$ cat config.mk
export PLATFORM = sky130hd
export DESIGN_NAME = led_pattern_sequencer_flat
export DESIGN_NICKNAME = d
export VERILOG_FILES = /design/src/rtl/led_pattern_sequencer_if.sv /design/src/rtl/led_pattern_sequencer.sv /design/src/flat_wrapper.sv
export SDC_FILE = /design/constraint.sdc
export NUM_CORES = 1
export LEC_CHECK = 0
export ABC_AREA = 1
export BUFFER_PORTS_ARGS = -buffer_cell sky130_fd_sc_hd__buf_2
export CAP_MARGIN = 5
export CORE_ASPECT_RATIO = 0.7
export CORE_MARGIN = 2
export CORE_UTILIZATION = 40
export CTS_BUF_LIST = sky130_fd_sc_hd__clkbuf_16
export DETAILED_ROUTE_END_ITERATION = 16
export GPL_TIMING_DRIVEN = 0
export PLACE_DENSITY = 0.59
export SYNTH_ARGS = -nofsm -noshare
export SYNTH_HDL_FRONTEND = slang
export SYNTH_HIERARCHICAL = 1
export SYNTH_SLANG_ARGS = --single-unit
export TNS_END_PERCENT = 5
$ cat constraint.sdc
create_clock -name clk -period 1.58 [get_ports clk]
set_input_delay 0.316 -clock clk [delete_from_list [all_inputs] [get_ports clk]]
set_output_delay 0.316 -clock clk [all_outputs]
set_load 0.01 [all_outputs]
$ cat src/rtl/led_pattern_sequencer_if.sv
// Key/LED bundle between the board I/O and the pattern sequencer.
// The slave side is the sequencer; the master side drives the raw keys.
interface led_pattern_sequencer_if;
  logic [1:0] key;
  logic [9:0] led;
  logic [1:0] mode;
  logic       running;

  modport master (output key, input led, mode, running);
  modport slave  (input key, output led, mode, running);
endinterface

$ cat src/rtl/led_pattern_sequencer.sv
// Two-key LED pattern sequencer: per-key sync/debounce, run/stop FSM,
// step prescaler and bounce / binary-count / fill patterns on 10 LEDs.

module led_key_debounce #(
  parameter int DEBOUNCE_CYCLES = 250000
) (
  input  logic clk,
  input  logic rst,
  input  logic key_raw,
  output logic press
);
  localparam int CW = $clog2(DEBOUNCE_CYCLES + 1);

  logic [1:0]    sync;
  logic          db;
  logic [CW-1:0] cnt;

  // press is registered on the same edge the debounced state falls
  always_ff @(posedge clk or posedge rst) begin
    if (rst) begin
      sync  <= 2'b11;
      db    <= 1'b1;
      cnt   <= '0;
      press <= 1'b0;
    end else begin
      sync  <= {sync[0], key_raw};
      press <= 1'b0;
      if (sync[1] == db) begin
        cnt <= '0;
      end else if (cnt == CW'(DEBOUNCE_CYCLES - 1)) begin
        db    <= sync[1];
        cnt   <= '0;
        press <= ~sync[1];
      end else begin
        cnt <= cnt + 1'b1;
      end
    end
  end
endmodule

module led_pattern_sequencer #(
  parameter int DEBOUNCE_CYCLES = 250000,
  parameter int STEP_CYCLES     = 5000000
) (
  input logic               clk,
  input logic               rst,
  led_pattern_sequencer_if.slave bus
);
  localparam int NUM_KEYS = 2;
  localparam int PW       = $clog2(STEP_CYCLES + 1);
  localparam logic [1:0] M_BOUNCE = 2'd0;
  localparam logic [1:0] M_COUNT  = 2'd1;
  localparam logic [1:0] M_FILL   = 2'd2;

  typedef enum logic {STOPPED, RUNNING} run_t;

  logic [NUM_KEYS-1:0] press;
  run_t                state, state_nxt;
  logic                running;
  logic [PW-1:0]       psc;
  logic                tick;
  logic [9:0]          led_q, led_step;
  logic [1:0]          mode_q, mode_nx;
  logic                dir_q, dir_step;   // 0 = left, 1 = right

  genvar g;
  generate
    for (g = 0; g < NUM_KEYS; g++) begin : g_key
      led_key_debounce #(.DEBOUNCE_CYCLES(DEBOUNCE_CYCLES)) u_deb (
        .clk     (clk),
        .rst     (rst),
        .key_raw (bus.key[g]),
        .press   (press[g])
      );
    end
  endgenerate

  always_ff @(posedge clk or posedge rst) begin
    if (rst) state <= STOPPED;
    else     state <= state_nxt;
  end

  always_comb begin
    state_nxt = state;
    if (press[0]) state_nxt = (state == RUNNING) ? STOPPED : RUNNING;
  end

  always_comb begin
    running = (state == RUNNING);
  end

  assign tick = running && (psc == PW'(STEP_CYCLES - 1));

  // mode 3 is never produced; it advances as if it were BOUNCE
  always_comb begin
    case (mode_q)
      M_COUNT: mode_nx = M_FILL;
      M_FILL:  mode_nx = M_BOUNCE;
      default: mode_nx = M_COUNT;
    endcase
  end

  always_comb begin
    led_step = led_q;
    dir_step = dir_q;
    case (mode_q)
      M_BOUNCE: begin
        if (led_q == '0) begin
          led_step = 10'd1;
        end else if (!dir_q) begin
          if (led_q[9]) begin
            led_step = led_q >> 1;
            dir_step = 1'b1;
          end else begin
            led_step = led_q << 1;
          end
        end else begin
          if (led_q[0]) begin
            led_step = led_q << 1;
            dir_step = 1'b0;
          end else begin
            led_step = led_q >> 1;
          end
        end
      end
      M_COUNT: led_step = led_q + 10'd1;
      M_FILL:  led_step = (&led_q) ? 10'd0 : {led_q[8:0], 1'b1};
      default: led_step = led_q;
    endcase
  end

  // a mode press outranks a coincident tick, which is dropped
  always_ff @(posedge clk or posedge rst) begin
    if (rst) begin
      led_q  <= 10'd1;
      mode_q <= M_BOUNCE;
      dir_q  <= 1'b0;
      psc    <= '0;
    end else if (press[1]) begin
      mode_q <= mode_nx;
      led_q  <= (mode_nx == M_BOUNCE) ? 10'd1 : 10'd0;
      dir_q  <= 1'b0;
      psc    <= '0;
    end else if (running) begin
      psc <= tick ? '0 : psc + 1'b1;
      if (tick) begin
        led_q <= led_step;
        dir_q <= dir_step;
      end
    end
  end

  assign bus.led     = led_q;
  assign bus.mode    = mode_q;
  assign bus.running = running;
endmodule

$ cat src/flat_wrapper.sv
// flat-port wrapper written by rule: the top's interface ports become plain ports
module led_pattern_sequencer_flat 
#(
  parameter int DEBOUNCE_CYCLES = 250000,
  parameter int STEP_CYCLES     = 5000000
)
  (clk, rst, bus_key, bus_led, bus_mode, bus_running);
  led_pattern_sequencer_if bus_i ();
  input logic clk;
  input logic rst;
  input wire logic [$bits(bus_i.key)-1:0] bus_key;
  output wire logic [$bits(bus_i.led)-1:0] bus_led;
  output wire logic [$bits(bus_i.mode)-1:0] bus_mode;
  output wire logic [$bits(bus_i.running)-1:0] bus_running;
  assign bus_i.key = bus_key;
  assign bus_led = bus_i.led;
  assign bus_mode = bus_i.mode;
  assign bus_running = bus_i.running;
  led_pattern_sequencer #(.DEBOUNCE_CYCLES(DEBOUNCE_CYCLES), .STEP_CYCLES(STEP_CYCLES)) u_core (.clk(clk), .rst(rst), .bus(bus_i));
endmodule
# Word level (Yosys, flattened, before mapping)
# Index checks and enable logic that the tools add are counted.
# word_totals
register_bits	81
# classes
reduce_logical	13
n_bitwise	4
n_mux	31
addsub	4
eq_ne	8
# op_table
op	n
2-to-1 mux 10 bit	8
2-to-1 mux 18 bit	4
2-to-1 mux 23 bit	3
adder 18 x 1 -> 18 bit (second input constant)	2
== test 18 bit (second input constant)	2
case mux 10 bit (3 select lines)	1
adder 23 x 1 -> 23 bit (second input constant)	1
== test 23 bit (second input constant)	1
2-to-1 mux 1 bit	14
adder 10 x 1 -> 10 bit (second input constant)	1
zero test 10 bit	1
AND reduction 10 bit	1
nonzero test 2 bit	3
zero test 2 bit	2
inverter 1 bit	4
case mux 2 bit (2 select lines)	1
AND reduction 2 bit	2
AND reduction 4 bit	1
nonzero test 4 bit	1
AND reduction 3 bit	1
== test 1 bit	2
== test 2 x 1 -> 1 bit (second input constant)	1
== test 2 bit (second input constant)	1
inequality test 2 bit (second input constant)	1
logical AND 1 bit	1

# Logic depth before layout (Yosys ltp)
# Gate-level depths: netlist (run 1).
# logic_depth
ltp_word	7
ltp_mapped	11
depth_no_buf	11

# Hierarchy
# Netlist (run 1), hierarchy kept.
# modules_own_cells
module	cells_each	area_each_um2	instances
led_pattern_sequencer	414	2702.6	1
led_key_debounce (u_core.g_key[0].u_deb)	145	1178.6	1
led_key_debounce (u_core.g_key[1].u_deb)	142	1177.4	1

# Worst setup path after synthesis (run 1)
# No wires, ideal clock.
# synth_path
path_kind	reg-to-reg
startpoint	register u_core.mode_q[0], in the netlist u_core/bus.mode[0]
endpoint	register u_core.led_q[6], in the netlist u_core/bus.led[6]
path_slack_ns	-0.071
required_time_ns	1.515
stages_incl_launch_ff	9
arrival_time_ns	1.586
setup_ns	0.065
path_cell_list	dfrtp_1 inv_1 ha_1 clkinv_1 nand2_1 nand4_2 nor2_1 nand2_1 nand2_1
# synth_via
elab_chain_cells	5
word_cells_on_any_way	9
classes_between	2 x eq/ne; 4 x mux; 3 x reduce/logical
# synth_rtl
element	line	source
start: declaration	led_pattern_sequencer.sv:63	logic [1:0] mode_q, mode_nx;
start signal: assignment	led_pattern_sequencer.sv:140	mode_q <= mode_nx;
== test 2 bit, or another cell as far along	led_pattern_sequencer.sv:106	case (mode_q)
case mux 10 bit (3 select lines)	led_pattern_sequencer.sv:106	
2-to-1 mux 10 bit	led_pattern_sequencer.sv:146	if (tick) begin
2-to-1 mux 10 bit	led_pattern_sequencer.sv:144	end else if (running) begin
2-to-1 mux 10 bit	led_pattern_sequencer.sv:139	end else if (press[1]) begin
end signal: assignment	led_pattern_sequencer.sv:141	led_q <= (mode_nx == M_BOUNCE) ? 10'd1 : 10'd0;
end signal: assignment	led_pattern_sequencer.sv:147	led_q <= led_step;
end: declaration	led_pattern_sequencer.sv:62	logic [9:0] led_q, led_step;
# Several ways; a longest one is shown, not always the timed one. The select of a mux whose other input is x is not followed.
# A chain may end at the register's enable or synchronous reset.

# Final worst setup path (run 1)
# layout_path
startpoint	register u_core.led_q[0], in the netlist u_core/bus.led[0]
endpoint	register u_core.led_q[2], in the netlist u_core/bus.led[2]
# layout_via
elab_chain_cells	7
word_cells_on_any_way	11
classes_between	1 x add/sub; 8 x mux; 2 x reduce/logical
# layout_rtl
element	line
branches (longest 3 deep; another with adder 10 x 1 -> 10 bit)	-
case mux 10 bit (3 select lines) *	led_pattern_sequencer.sv:106
2-to-1 mux 10 bit *	led_pattern_sequencer.sv:146
2-to-1 mux 10 bit *	led_pattern_sequencer.sv:144
2-to-1 mux 10 bit *	led_pattern_sequencer.sv:139
# Mark *: on every way between the ends. The select of a mux whose other input is x is not followed.

==> results.ini, run 1 <==
[hold_path]
hold_class=in2reg

[drt]
wirelength_um=11900
drt_first_iter_violations=325
vias=4490
postRouteAntennaNets=0
drc=0
met1_length_um=6080
top_layer=met4
routedWlPerCell_um=13.0
wl_met2_um=5130
first_pass_iters=5
wl_met3_um=496
viasPerCell=4.91

[clocking]
cts_sinks=81
cts_buffers=9
path_clk_slew_ns=0.07
root_buffer=clkbuf_16
cts_tree=built
hold_buffers=0
clockBufferDepth=2
ctsHtreeMaxLevel=3
worstSkewPairLatency_ns=0.34

[finish]
area_growth_syn_to_layout_pct=19.6
antenna_cells=0
final_nets=761
drive_gt1_frac=0.219
nFillCells=1219
post-route-cell-area_um2=6050

[global_route]
grt_max_degree=38
antenna_found_initial=0
grt_pass1_vias=4322
grt_pass1_wl_um=20300
grt-ovfl-total=0
grt_use_total=0.181

[critical_path]
slowest_stage=dfstp_2
crit_path_end=u_core/bus.led[2]
critPathBufInv=1
cp.depth=9
crit_chain=ha_4, nand2_4, nor2_4, nand3_4, nand2_4, buf_4, o211ai_1, nand2_1, nand2_1
r2r-end=u_core/bus.led[2]
worst_ep_required_time_ns=1.82
arrival_ns=1.86
max_stage_delay_ns=0.58
crit_fanout=6
crit_type=reg2reg
worstSetupStartpointType=register
cp-end-kind=register
ff2ff_setup_slack_ns=-0.04
reg2regPathDepth=9
critPathTopFamily=flip-flops
timing.rr.start=u_core/bus.led[0]
cp-startpoint=u_core/bus.led[0]

[synth]
syn_nets=715
netlist.area_leader.share=0.366
async_flop_share=1.00
ys_seq_area_frac=0.402
syn_inst=701
synth.ff_latch_count=81
yosys_warnings=6
synth_largest_area_cell=dfrtp_1
yosys_most_used_dff=dfrtp_1
syn_avg_cell_area_um2=7.22
synthTopCellsByArea=dfrtp_1 37%, nand2_1 13%, nor2_1 9.4%
synth-edff-count=0
synthDistinctLibCells=40
syn-cell-area_um2=5060

[timing]
drv_slew=0
fin_ws_ns=-0.0422
fmax_mhz=616
period_needed_ns=1.62
rsz0062_at_grt=true
hold_viol=0
post-route-period-util=1.03
skew_ns=0.00886
tightest_slew_ns=0.853
setup_viol=10
slew-limit-headroom=0.431
hold_slack_ns=0.0650

[power]
internal-power_uw=3350
pwr-share-clk=0.492
powerDensity_nw_per_um2=719
leakage_uw=0.00279
p_sw_frac=0.229
power_frac_comb=0.023
pwr-share-seq=0.485
p_sw_uw=998
ir_drop_mv=0.525
total_power_uw=4350

[status]
violations=negative setup slack
outcome=finished, violations left

[floorplanning]
fp.dieH_um=98.1
die_x_um=138
core_um2=12400
ioPinCount=17
fp.dieArea_um2=13600
initial_core_util=0.409
rows=34

[placed_design]
portBuffers=16
gp_congestion=0.919
dpl_cell_area_um2=5350
hpwl_um=8160

[flow_run]
maxCapViolations=0

## flip-flops by register name, summed over array words and instances (netlist names)
register,count
u_core/g_key.u_deb/press,2
u_core/dir_q,1
u_core/g_key.u_deb/db,2
u_core/bus.mode,2
u_core/g_key.u_deb/cnt,36
u_core/g_key.u_deb/sync,4
u_core/bus.running,1
u_core/bus.led,10
u_core/psc,23
## logic make-up after synthesis
logic type / share of synthesized area
AND/OR/NAND/NOR: 0.386
buffers and inverters: 0.0791
flip-flops: 0.402
AO/OA/AOI/OAI: 0.0596
XOR/XNOR: 0.0482
adder cells (fa/ha/maj): 0.0247
## placed cells by master, fill, tap and decap left out, types with 3 or more instances in the layout
cell and count:
a21oi_1 23, buf_2 20, buf_4 17, buf_6 4, clkbuf_16 10, clkinv_1 3
dfrtp_1 71, dfrtp_2 3, dfstp_2 7, ha_1 5, ha_4 4, inv_1 76
inv_2 11, inv_6 3, nand2_1 162, nand2_2 16, nand2_4 11, nand3_1 50
nand3_2 9, nand4_1 9, nor2_1 116, nor2_2 18, nor2_4 15, nor3_1 12
o21ai_0 19, o21ai_1 3, xnor2_1 7, xor2_1 18
## through the flow
step	worst slack, ns	std cells	TNS (ns)	util
after floorplan	-0.0392	701	-0.102	-
after global placement	-0.306	879	-13.39	0.432
after detailed placement	-0.332	879	-5.37	0.432
after CTS	-0.0272	905	-0.0626	0.471
after global routing	-0.108	914	-1.94	0.489
final	-0.0422	914	-0.248	0.489
## synth_stat cells, types with 5 or more instances
cell type	n
buf_2	5
ha_1	10
xnor2_1	8
dfstp_2	7
xor2_1	18
nor2_1	127
o21ai_0	20
nand2_2	14
nand2_1	170
a21oi_1	23
inv_1	80
inv_2	8
nor3_1	13
nor2_2	11
dfrtp_1	74
nand3_1	56
nor2_4	11
nand4_1	9
nand2_4	5
## repair_timing
| item | 4_1_cts | 5_1_grt |
|---|---|---|
| endpoints found under the setup margin | 29 | 46 |
| pin swaps | 10 | 15 |
| hold endpoints to repair | 0 | 0 |
| gates resized for setup | 27 | 38 |
| gates cloned | 0 | 1 |
| setup buffers | 10 | 8 |
## power groups by stage
stage / sequential, µW / combinational, µW / clock, µW
2_1_floorplan: 2150 / 71.1 / 0
3_3_place_gp: 2150 / 99.4 / 0
3_5_place_dp: 2150 / 102 / 0
4_1_cts: 2110 / 102 / 2220
5_1_grt: 2110 / 118 / 2310
6_report: 2110 / 98.6 / 2140
## final cells by class
type,count,area (µm²),area share
flip-flops and latches,81,2040,0.337
clock buffers,9,225,0.0372
well taps,162,203,0.0335
clock inverters,7,75.1,0.0124
plain buffers,9,60.1,0.00993
inverters,92,355,0.0587
repair buffers,35,258,0.0426
multi-input cells,519,2840,0.469
## per-layer routing
layer,vias to the layer above,global-route usage
met5,-,0
met4,0,0.0557
met3,16,0.0397
met2,104,0.277
met1,2086,0.258
li1,2284,-
## how the worst min path moves through the flow
stage | from | endpoint | slack (ns) | depth (start not counted)
finish | bus_key[1] | u_core/g_key[1].u_deb/sync[0] | 0.07 | 1
detailed placement | u_core/g_key[0].u_deb/sync[0] | u_core/g_key[0].u_deb/sync[1] | 0.35 | 0
floorplan | rst | u_core/g_key[0].u_deb/cnt[0] | 0.30 | 1
global placement | u_core/g_key[0].u_deb/sync[0] | u_core/g_key[0].u_deb/sync[1] | 0.35 | 0
global route | bus_key[1] | u_core/g_key[1].u_deb/sync[0] | 0.05 | 1
CTS | bus_key[1] | u_core/g_key[1].u_deb/sync[0] | 0.05 | 1
(Power assumes the default switching activity.)
==> inputs of run 2 (changes only) <==
--- a/config.mk
+++ b/config.mk
@@ -11,7 +11,6 @@
 export CORE_ASPECT_RATIO = 0.7
 export CORE_MARGIN = 2
 export CORE_UTILIZATION = 40
-export CTS_BUF_LIST = sky130_fd_sc_hd__clkbuf_16
 export DETAILED_ROUTE_END_ITERATION = 16
 export GPL_TIMING_DRIVEN = 0
 export PLACE_DENSITY = 0.59
@@ -19,4 +18,3 @@
 export SYNTH_HDL_FRONTEND = slang
 export SYNTH_HIERARCHICAL = 1
 export SYNTH_SLANG_ARGS = --single-unit
-export TNS_END_PERCENT = 5
==> results.ini, run 2 (synthesis gave the netlist of run 1 again) <==
[timing]
fin_setup_tns_ns=-0.579
slew-limit-headroom=0.419
rsz0062_at_grt=true
fmax_mhz=603
skew_ns=0.00680
fin_ws_ns=-0.0777
drv_slew=0
period_needed_ns=1.66
hold_viol=0
setup_viol=12
tightest_slew_ns=0.871
post-route-period-util=1.05

[placed_design]
dpl_cell_area_um2=5370
gp_congestion=0.892
hpwl_um=8020
post-place-cells=879
dp_worst_setup_slack_ns=-0.223
portBuffers=16

[finish]
drive_gt1_frac=0.214
final_cell_mix=164 x nand2_1, 119 x nor2_1, 76 x inv_1
final_nets=758
top_register=u_core/g_key.u_deb/cnt
area_growth_syn_to_layout_pct=18.5
largest_register_ff_count=36
final_common_cell=nand2_1
antenna_cells=0
final_cells=911
post-route-cell-area_um2=6000

[hold_path]
holdPathEnd=u_core/g_key[0].u_deb/sync[0]
hold_depth=1
hold_class=in2reg
holdCritStartpoint=bus_key[0]

[drt]
wirelength_um=11700
routedWlPerCell_um=12.9
drc=0
postRouteAntennaNets=0
vias=4435
drt_first_iter_violations=304
first_pass_iters=7
viasPerCell=4.87

[floorplanning]
fp.dieArea_um2=13600
ioPinCount=17
initial_core_util=0.409
rows=34
die_x_um=138
fp.dieH_um=98.1
core_um2=12400

[clocking]
worstSkewPairLatency_ns=0.34
ctsHtreeMaxLevel=3
cts_buffers=9
path_clk_slew_ns=0.07
cts_sinks=81
hold_buffers=0
clockBufferDepth=2
cts_tree=built
root_buffer=clkbuf_16

[global_route]
grt_use_total=0.180
grt_max_degree=38
antenna_found_initial=0
grt_pass1_vias=4292
grt_pass1_wl_um=20100
grt-ovfl-total=0

[status]
violations=negative setup slack
outcome=finished, violations left

[critical_path]
reg2regPathDepth=9
crit_fanout=4
crit_type=reg2reg
arrival_ns=1.90
cp-end-kind=register
worstSetupStartpointType=register
r2r-end=u_core/bus.led[2]
ff2ff_setup_slack_ns=-0.08
worst_ep_required_time_ns=1.82
timing.rr.start=u_core/bus.led[0]

[power]
powerDensity_nw_per_um2=718
ir_drop_mv=0.532
leakage_uw=0.00276

[flow_run]
maxCapViolations=0

[run 2: cell types whose count changed in the layout (fill, tap and decap cells not counted), moves of 2 or more]
cell | before | now
o21ai_2 | 0 | 2
nor2_2 | 18 | 13
nor2_1 | 116 | 119
inv_8 | 0 | 2
nand2_1 | 162 | 164
buf_4 | 17 | 13
o21ai_0 | 19 | 17
nor2_4 | 15 | 17
[run 2: final cells by class]
type	instances	area, µm²
Clock inverter	7	65.1
Buffer	9	60.1
Sequential cell	81	2040
Fill cell	1190	6380
Multi-Input combinational cell	519	2830
Clock buffer	9	225
Inverter	92	353
Timing Repair Buffer	32	224
Tap cell	162	203
[run 2: routing by layer]
| layer | share of wire | wire length, µm | vias up | GRT usage |
|---|---|---|---|---|
| met5 | 0 | 0 | - | 0 |
| met4 | 0.014 | 165 | 0 | 0.0534 |
| met3 | 0.047 | 546 | 15 | 0.0368 |
| met2 | 0.44 | 5120 | 101 | 0.275 |
| met1 | 0.50 | 5900 | 2038 | 0.259 |
| li1 | - | - | 2281 | - |
[run 2: worst max-delay path by stage]
stage          slack [ns]          startpoint                 to
6_report            -0.08   u_core/bus.led[0]  u_core/bus.led[2]
2_1_floorplan        0.01   u_core/bus.led[0]  u_core/bus.led[7]
5_1_grt             -0.17   u_core/bus.led[0]       u_core/dir_q
4_1_cts             -0.02   u_core/bus.led[0]  u_core/bus.led[7]
3_3_place_gp        -0.24                 rst  u_core/bus.led[6]
3_5_place_dp        -0.22  u_core/bus.mode[1]  u_core/bus.led[1]
[run 2: what timing repair did]
| action | in CTS | in global routing |
|---|---|---|
| pin swaps | 9 | 11 |
| setup endpoints to repair | 31 | 50 |
| setup buffers | 11 | 5 |
| gates resized for setup | 18 | 38 |
[run 2: metrics by stage]
stage | total power (µW) | util | hold WS (ns)
floorplan | 2220 | - | 0.303
global placement | 2250 | 0.434 | 0.350
detailed placement | 2250 | 0.434 | 0.347
CTS | 4370 | 0.470 | 0.0491
global route | 4460 | 0.484 | 0.0429
finish | 4310 | 0.484 | 0.0602
[run 2: critical path, cell delays in order, from the launching register on]
cell and delay [ns]:
dfstp_2 0.61, ha_4 0.17, nand2_4 0.06, nor2_4 0.16
nand3_4 0.11, nand2_4 0.14, buf_12 0.11, o211ai_1 0.07
nand2_1 0.07, nand2_1 0.04
[run 2: report_power, final]
group / total (µW) / internal [µW] / switching, µW
Combinational: 98.8 / 22.4 / 76.4
Sequential: 2110 / 2090 / 17.1
Clock: 2100 / 1110 / 987
Total: 4310 / 3230 / 1080
